$ cat src/rtl/wb_scoreboard.sv
// rtl/wb_scoreboard.sv - register busy scoreboard with writeback arbitration (alu > mem/fpu with fpu anti-starvation)
module wb_scoreboard #(
   parameter int LEN_REG      = 32,
   parameter int NUM_REG      = 32,
   parameter int LEN_REG_ADDR = $clog2(NUM_REG)
) (
   input  logic                    clk,
   input  logic                    rstn,
   input  logic                    issue_valid,
   input  logic [LEN_REG_ADDR-1:0] issue_rd,
   input  logic [LEN_REG_ADDR-1:0] ars1,
   input  logic [LEN_REG_ADDR-1:0] ars2,
   output logic                    issue_stall,
   input  logic                    alu_valid,
   input  logic [LEN_REG_ADDR-1:0] alu_rd,
   input  logic [LEN_REG-1:0]      alu_data,
   input  logic                    mem_valid,
   output logic                    mem_ready,
   input  logic [LEN_REG_ADDR-1:0] mem_rd,
   input  logic [LEN_REG-1:0]      mem_data,
   input  logic                    fpu_valid,
   output logic                    fpu_ready,
   input  logic [LEN_REG_ADDR-1:0] fpu_rd,
   input  logic [LEN_REG-1:0]      fpu_data,
   output logic                    out_we,
   output logic [LEN_REG_ADDR-1:0] out_rd,
   output logic [LEN_REG-1:0]      out_data
);

   // fpu is forced through once it has lost this many consecutive cycles
   localparam logic [2:0] STARVE_MAX = 3'd4;

   logic [NUM_REG-1:0]      busy_q, busy_d;
   logic [2:0]              starve_q, starve_d;
   logic                    out_we_q, out_we_d;
   logic [LEN_REG_ADDR-1:0] out_rd_q, out_rd_d;
   logic [LEN_REG-1:0]      out_data_q, out_data_d;

   logic                    alu_take, mem_take, fpu_take;

   assign out_we   = out_we_q;
   assign out_rd   = out_rd_q;
   assign out_data = out_data_q;

   // hazard check against registered busy only; a write retiring this cycle does not unblock
   always_comb begin
      issue_stall = issue_valid & (busy_q[ars1] | busy_q[ars2] | busy_q[issue_rd]);
   end

   // grant one writeback source: alu always, else mem unless fpu has starved long enough
   always_comb begin
      alu_take = alu_valid;
      mem_take = 1'b0;
      fpu_take = 1'b0;
      if (!alu_valid) begin
         if (fpu_valid && (!mem_valid || starve_q == STARVE_MAX)) begin
            fpu_take = 1'b1;
         end else begin
            mem_take = mem_valid;
         end
      end
      mem_ready = mem_take;
      fpu_ready = fpu_take;
   end

   // count consecutive cycles the fpu waited; any idle or granted cycle restarts the count
   always_comb begin
      starve_d = 3'd0;
      if (fpu_valid && !fpu_take) begin
         starve_d = (starve_q == STARVE_MAX) ? STARVE_MAX : starve_q + 3'd1;
      end
   end

   // register the granted result; rd 0 completes the handshake but never writes
   always_comb begin
      out_we_d   = 1'b0;
      out_rd_d   = out_rd_q;
      out_data_d = out_data_q;
      if (alu_take) begin
         out_rd_d   = alu_rd;
         out_data_d = alu_data;
         out_we_d   = (alu_rd != '0);
      end else if (mem_take) begin
         out_rd_d   = mem_rd;
         out_data_d = mem_data;
         out_we_d   = (mem_rd != '0);
      end else if (fpu_take) begin
         out_rd_d   = fpu_rd;
         out_data_d = fpu_data;
         out_we_d   = (fpu_rd != '0);
      end
   end

   // clear on the register-file write, then set on issue so a same-edge reissue stays busy
   always_comb begin
      busy_d = busy_q;
      if (out_we_q) begin
         busy_d[out_rd_q] = 1'b0;
      end
      if (issue_valid && !issue_stall && issue_rd != '0) begin
         busy_d[issue_rd] = 1'b1;
      end
      busy_d[0] = 1'b0;
   end

   // state registers; reset drops any write accepted in the reset cycle
   always_ff @(posedge clk) begin
      if (!rstn) begin
         busy_q     <= '0;
         starve_q   <= 3'd0;
         out_we_q   <= 1'b0;
         out_rd_q   <= '0;
         out_data_q <= '0;
      end else begin
         busy_q     <= busy_d;
         starve_q   <= starve_d;
         out_we_q   <= out_we_d;
         out_rd_q   <= out_rd_d;
         out_data_q <= out_data_d;
      end
   end

endmodule

$ cat config.mk
export PLATFORM = sky130hd
export DESIGN_NAME = wb_scoreboard
export DESIGN_NICKNAME = d
export VERILOG_FILES = /design/src/rtl/wb_scoreboard.sv
export SDC_FILE = /design/constraint.sdc
export NUM_CORES = 1
export LEC_CHECK = 0
export ABC_AREA = 1
export BUFFER_PORTS_ARGS = -buffer_cell sky130_fd_sc_hd__buf_2
export CAP_MARGIN = 20
export CORE_ASPECT_RATIO = 2
export CORE_UTILIZATION = 35
export CTS_CLUSTER_SIZE = 8
export DETAILED_ROUTE_END_ITERATION = 6
export PLACE_DENSITY = 0.62
export SLEW_MARGIN = 20
export SYNTH_ARGS = -nofsm -noshare
export SYNTH_HDL_FRONTEND = slang
export SYNTH_SLANG_ARGS = --single-unit
$ cat constraint.sdc
create_clock -name clk -period 3.6 [get_ports clk]
set_clock_uncertainty 0.1 [all_clocks]
set_input_delay 0.36 -clock clk [delete_from_list [all_inputs] [get_ports clk]]
set_output_delay 0.36 -clock clk [all_outputs]
set_load 0.01 [all_outputs]
==> impl_metrics.csv, run 1 <==
group,metric,value,unit
grt,grt_max_degree,53,
timing,setup_ws,863,ps
timing,setup_viol,0,
drt,vias,5591,
placed_design,port_buffers,172,
timing,finalCritPeriodShare,76.0,%
timing,grt_setup_unrepaired,"no",
synth,synth_top_area_share,30.6,%
pwr,power.total,2.27,mW
setup_path,crit_path_end_kind,"flop",
setup_path,cp_top_family,"buffers and inverters",
setup_path,worstPathCellList,"inv_1, ha_1, nand2_1, nand2_1, nand2_1, buf_4, nand2_1, nand2_1, inv_2, nand2_2, buf_4, o21ai_0, o221ai_1, inv_1",
final_layout,mostFrequentLayoutCells,"172 x buf_2, 164 x nand2_1, 109 x inv_1, 72 x dfxtp_1, 71 x nand3_1",
pwr,p_clk_share,41.7,%
setup_path,crit_type,"flop to flop",
timing,finalSetupTns,0,ps
drt,vias_per_cell,5.32,
clock_network,htreeDepth,3,
pwr,combPwrFrac,20.0,%
die,start_util,36.0,%
synth,synth_area_leaders,"dfxtp_1 31%, nand2_1 13%, inv_1 8.7%",
clock_network,ctsLongestPathBuffers,2,
drt,ant_nets,0,
grt,antenna_found_initial,1,
setup_path,r2r-start,"starve_q[0]",
setup_path,required,3710,ps
synth,synth_cell_type_count,30,
clock_network,numCtsBuffers,9,
placed_design,dp.cells,1033,
clock_network,postCtsHoldBufs,0,
placed_design,pre_cts_slack,863,ps
drt,drt_iter0_markers,273,
synth,seq_area_frac_synth,30.6,%
final_layout,syn_to_final_growth,25.1,%
die,core,13100,um2
die,ios,173,
final_layout,layout-drive-gt1-share,24.3,%
die,die_width,84.0,um
outcome,violations,"design-rule violations",
synth,yosys.area.top_type,"dfxtp_1",
die,die_h,166,um
setup_path,critPathBufInv,5,
final_layout,finalNonFillerCells,1050,
hold_path,hp-class,"input port to flop",
clock_network,postCtsSetupBuffers,0,
synth,ys.flop_type,"dfxtp_1",
final_layout,layout_commonest_cell,"buf_2",
pwr,ir_worst_vdd,0.237,mV
pwr,swShare,27.8,%
clock_network,cts_sinks,72,
setup_path,reg2reg_depth,14,
outcome,status,"finished with violations",
synth,syn_inst,746,
grt,overflow,0,
timing,max_freq,365,MHz
setup_path,crit_path_start,"starve_q[0]",
final_layout,fillCellCount,1451,
clock_network,clock_latency,320,ps
setup_path,start_kind,"flop",
die,die-area,14000,um2
timing,fin_crit,2740,ps
clock_network,cts_tree,"yes",
drt,wl_per_cell,15.7,um
synth,syn_area,4710,um2
setup_path,slowest_delay,440,ps
placed_design,place_hpwl,13100,um
pwr,seq_power_share,38.3,%
setup_path,arrival,2850,ps
grt,track_usage,24.0,%
synth,synth.avg_cell_area,6.31,um2
timing,drv_slew,0,
final_layout,final_util,45.1,%
timing,finalHoldViolCount,0,
setup_path,worstPathMaxFanout,52,
timing,slew_headroom,31.3,%
clock_network,clk_pin_slew_worst_paths,60,ps
pwr,p_switching,631,uW
setup_path,crit_slowest_cell,"buf_4",
final_layout,nets,1026,
pwr,internal_power,1.64,mW
drt,drt_first_pass_iters,7,
synth,synth-edff-count,0,
pwr,p_leak,3.01,nW
hold_path,hp-start,"fpu_valid",
pwr,powerDensity,385,nW/um2
timing,worst_pin_slew,1030,ps
synth,synth-seq-cells,72,
setup_path,cpMostUsedCell,"nand2_1",
run,maxCapViolations,0,
hold_path,hold_path_end,"starve_q[2]",
placed_design,dpl_cell_area,5580,um2
clock_network,cts_resized,0,
grt,grt_pass1_vias,5622,
timing,hold_ws,213,ps
final_layout,final_area,5890,um2
hold_path,worstHoldPathCells,3,
synth,synth_nets,880,
drt,routed_wirelength,16500,um
synth,yosysWarningCount,0,
grt,grt_pass1_wl,26600,um
die,std_cell_rows,59,
setup_path,reg2reg_to,"out_rd[0]",
setup_path,rrSetupSlack,860,ps
placed_design,gp_congestion,0.937,
synth,synth_async_sr_flop_share,0,%
clock_network,cts_root_buffer,"clkbuf_16",
drt,drc,8,
## sequential cells by signal (all words and copies together) (netlist names)
name / cells
out_data: 32
busy_q: 31
out_rd: 5
starve_q: 3
out_we: 1
## power by group through the flow
stage	Sequential, mW	Combinational (mW)	Clock (mW)
after floorplan	0.899	0.251	0
after global placement	0.886	0.453	0
after detailed placement	0.886	0.454	0
after CTS	0.869	0.455	0.973
after global routing	0.874	0.503	1.01
final	0.869	0.453	0.947
## cells by family after synthesis
| family | Yosys count | share of synthesized area, % |
|---|---|---|
| DFF | 72 | 30.6 |
| buffers and inverters | 160 | 14.3 |
| AOI/OAI and AO/OA | 177 | 23.5 |
| and+or+nand+nor | 335 | 31.1 |
| adders and majority gates | 2 | 0.531 |
## tightest hold or removal path: cells and delay by family
family	cells	cell delay, ps
buffers and inverters	1	120
AOI/OAI and AO/OA	1	40
and+or+nand+nor	1	70
## layer usage
metal | part of all wire (%) | track usage, % | vias to the layer above
met5 | 0 | 0 | -
li1 | - | - | 2798
met4 | 4.3 | 15.2 | 0
met3 | 4.7 | 3.18 | 54
met1 | 33 | 21.9 | 2507
met2 | 58 | 47.8 | 232
## cell type report
class / instances / area (um2) / area share, %
Multi-Input combinational cell: 514 / 2600 / 44.1
Sequential cell: 72 / 1440 / 24.5
Timing Repair Buffer: 178 / 906 / 15.4
Inverter: 117 / 439 / 7.45
Clock buffer: 13 / 250 / 4.25
Tap cell: 152 / 190 / 3.23
Clock inverter: 3 / 65.1 / 1.10
Antenna cell: 1 / 2.50 / 0.0425
## cell usage after synthesis, types with 3 or more instances
cell type  number
o21ai_1         3
buf_4           4
nand4_1        34
o21ai_0        66
a21oi_1        45
nand2_1       165
nand2_2         3
nor3_1          6
inv_2           8
dfxtp_1        72
inv_1         109
a22o_1         19
buf_2          15
a31o_2         12
nand3_1        71
o221ai_1       23
buf_6           5
nor2_1         52
clkbuf_1       19
## worst max-delay path by stage
stage	end	depth (start not counted)
floorplan	issue_stall	13
global placement	busy_q[7]	7
detailed placement	out_rd[0]	14
CTS	out_rd[0]	14
global route	out_rd[0]	14
finish	out_rd[0]	14
Note: power is estimated with default switching activity, not from simulation.
==> inputs of run 2 (changes only) <==
--- a/config.mk
+++ b/config.mk
@@ -5,14 +5,14 @@
 export SDC_FILE = /design/constraint.sdc
 export NUM_CORES = 1
 export LEC_CHECK = 0
-export ABC_AREA = 1
+export ABC_AREA = 0
 export BUFFER_PORTS_ARGS = -buffer_cell sky130_fd_sc_hd__buf_2
 export CAP_MARGIN = 20
 export CORE_ASPECT_RATIO = 2
 export CORE_UTILIZATION = 35
 export CTS_CLUSTER_SIZE = 8
 export DETAILED_ROUTE_END_ITERATION = 6
-export PLACE_DENSITY = 0.62
+export PLACE_DENSITY = 0.64
 export SLEW_MARGIN = 20
 export SYNTH_ARGS = -nofsm -noshare
 export SYNTH_HDL_FRONTEND = slang
==> constraint.sdc (replaced) <==
create_clock -name clk -period 2.2 [get_ports clk]
set_clock_uncertainty 0.1 [all_clocks]
set_input_delay 0.22 -clock clk [delete_from_list [all_inputs] [get_ports clk]]
set_output_delay 0.22 -clock clk [all_outputs]
set_load 0.01 [all_outputs]
==> impl_metrics.csv, run 2 <==
group,metric,value,unit
outcome,status,"finished with violations",
outcome,violations,"design-rule violations, negative setup slack",
setup_path,start_kind,"flop",
die,die-area,14300,um2
final_layout,mostFrequentLayoutCells,"172 x buf_2, 79 x mux2i_1, 60 x dfxtp_1, 53 x nand2_1, 44 x nor2b_1",
grt,track_usage,21.9,%
hold_path,worstHoldPathCells,3,
timing,slew_headroom,64.8,%
timing,finalHoldViolCount,0,
timing,setup_ws,-179,ps
synth,seq_area_frac_synth,29.9,%
drt,vias,4970,
timing,drv_slew,0,
run,maxCapViolations,0,
final_layout,largest_reg_flops,32,
timing,max_freq,420,MHz
die,core,13400,um2
synth,synth_top_area_share,29.9,%
final_layout,nets,865,
grt,grt_pass1_wl,24700,um
grt,overflow,0,
drt,ant_nets,0,
setup_path,worstPathMaxFanout,4,
synth,synth_cell_type_count,58,
drt,drc,5,
clock_network,cts_sinks,72,
synth,ys.flop_type,"dfxtp_1",
synth,synth_async_sr_flop_share,0,%
clock_network,cts_root_buffer,"clkbuf_16",
clock_network,postCtsHoldBufs,0,
placed_design,gp_congestion,0.935,
final_layout,fillCellCount,1300,
timing,finalSetupTns,-213,ps
clock_network,clock_latency,330,ps
final_layout,syn_to_final_growth,32.0,%
placed_design,dpl_cell_area,5950,um2
synth,syn_inst,554,
pwr,powerDensity,569,nW/um2
final_layout,layout-drive-gt1-share,39.0,%
timing,finalCritPeriodShare,108,%
grt,grt_max_degree,53,
synth,yosys.area.top_type,"dfxtp_1",
pwr,p_leak,2.74,nW
grt,antenna_found_initial,0,
die,die_width,84.9,um
synth,yosysMostFrequentCell,"mux2i_1",
hold_path,hp-class,"input port to flop",
grt,grt_pass1_vias,4906,
drt,vias_per_cell,5.58,
placed_design,place_hpwl,11900,um
synth,yosysWarningCount,0,
synth,synth-edff-count,0,
drt,routed_wirelength,15200,um
synth,syn_area,4810,um2
drt,drt_iter0_markers,448,
clock_network,cts_tree,"yes",
clock_network,numCtsBuffers,9,
die,die_h,168,um
clock_network,clk_pin_slew_worst_paths,60,ps
clock_network,ctsLongestPathBuffers,2,
timing,fin_crit,2380,ps
drt,wl_per_cell,17.1,um
clock_network,htreeDepth,3,
drt,drt_first_pass_iters,7,
synth,synth.avg_cell_area,8.69,um2
synth,synth_common_cells,"79 x mux2i_1, 72 x dfxtp_1, 53 x nand2_1",
die,start_util,35.8,%
final_layout,antenna_cells,0,
synth,synth_area_leaders,"dfxtp_1 30%, mux2i_1 16%, nor2b_1 5.8%",
timing,grt_setup_unrepaired,"yes",
timing,worst_pin_slew,524,ps
setup_path,arrival,2060,ps
final_layout,layout_commonest_cell,"buf_2",
setup_path,crit_path_end_kind,"primary output",
timing,setup_viol,6,
placed_design,port_buffers,172,
pwr,ir_worst_vdd,0.339,mV
die,std_cell_rows,60,
final_layout,final_area,6350,um2
setup_path,crit_type,"flop to primary output",
die,ios,173,
setup_path,reg2reg_depth,10,
synth,synth_nets,688,
setup_path,required,1880,ps
synth,synth-seq-cells,72,
-- run 2: metal layers --
layer / up-vias / GRT usage (%) / share of wire, %
met3: 59 / 3.19 / 5.4
met1: 2278 / 22.6 / 35
li1: 2394 / - / -
met2: 239 / 40.7 / 54
met4: 0 / 13.3 / 5.2
met5: - / 0 / 0
-- run 2: metrics by stage --
| step | cells | util (%) | hold WS, ps | worst slack, ps | power [mW] |
|---|---|---|---|---|---|
| final | 891 | 47.3 | 63.1 | -179 | 3.62 |
| after global routing | 891 | 47.3 | 52.4 | -276 | 3.80 |
| after CTS | 889 | 46.7 | 47.1 | -235 | 3.64 |
| after detailed placement | 871 | 44.3 | 345 | -130 | 2.18 |
| after global placement | 871 | 44.3 | 327 | -36.4 | 2.17 |
| after floorplan | 554 | - | 244 | 275 | 1.86 |
-- run 2: area by class of cell --
cell class                      count  area [um2]  share of cell area, %
Multi-Input combinational cell    426        3140                   49.5
Sequential cell                    72        1460                   22.9
Timing Repair Buffer              215        1230                   19.4
Clock buffer                        9         225                   3.55
Tap cell                          155         194                   3.05
Clock inverter                      7        72.6                   1.14
Inverter                            7        26.3                  0.414
-- run 2: timing repair --
| action | 4_1_cts | 5_1_grt |
|---|---|---|
| gates cloned | 0 | 0 |
| endpoints found under the hold margin | 0 | 0 |
| setup buffers | 2 | 2 |
| pin swaps | 3 | 2 |
| endpoints found under the setup margin | 1 | 32 |
| gates resized for setup | 7 | 19 |
-- run 2: where the power goes --
part	total [mW]	internal [mW]	leakage [nW]	switching, mW
Sequential	1.40	1.36	0.596	0.0401
Combinational	0.773	0.360	2.01	0.413
Clock	1.44	0.877	0.141	0.562
-- run 2: path summary, 6_finish.rpt --
path | from | to | slack, ps
worst max register to register | busy_q[29] | busy_q[2] | -20
worst min register to register | starve_q[0] | starve_q[0] | 350
worst min-delay path | fpu_valid | starve_q[2] | 60
worst max-delay path | busy_q[29] | issue_stall | -180
-- run 2: cell families after synthesis --
| kind of cell | after synthesis | synth area share [%] |
|---|---|---|
| AND/OR/NAND/NOR | 192 | 21.2 |
| AO/OA/AOI/OAI | 127 | 16.7 |
| multiplexers | 105 | 25.4 |
| flip-flops | 72 | 29.9 |
| buffers and inverters | 56 | 6.26 |
| adder cells (fa/ha/maj) | 2 | 0.520 |
-- run 2: worst max-delay path, cell delays in order (launching register included) --
cell     delay [ps]
dfxtp_2         340
mux4_2          480
nor2_1          100
nor3_1           70
nor4_2          320
and2_1          200
a31oi_1          90
buf_2           150
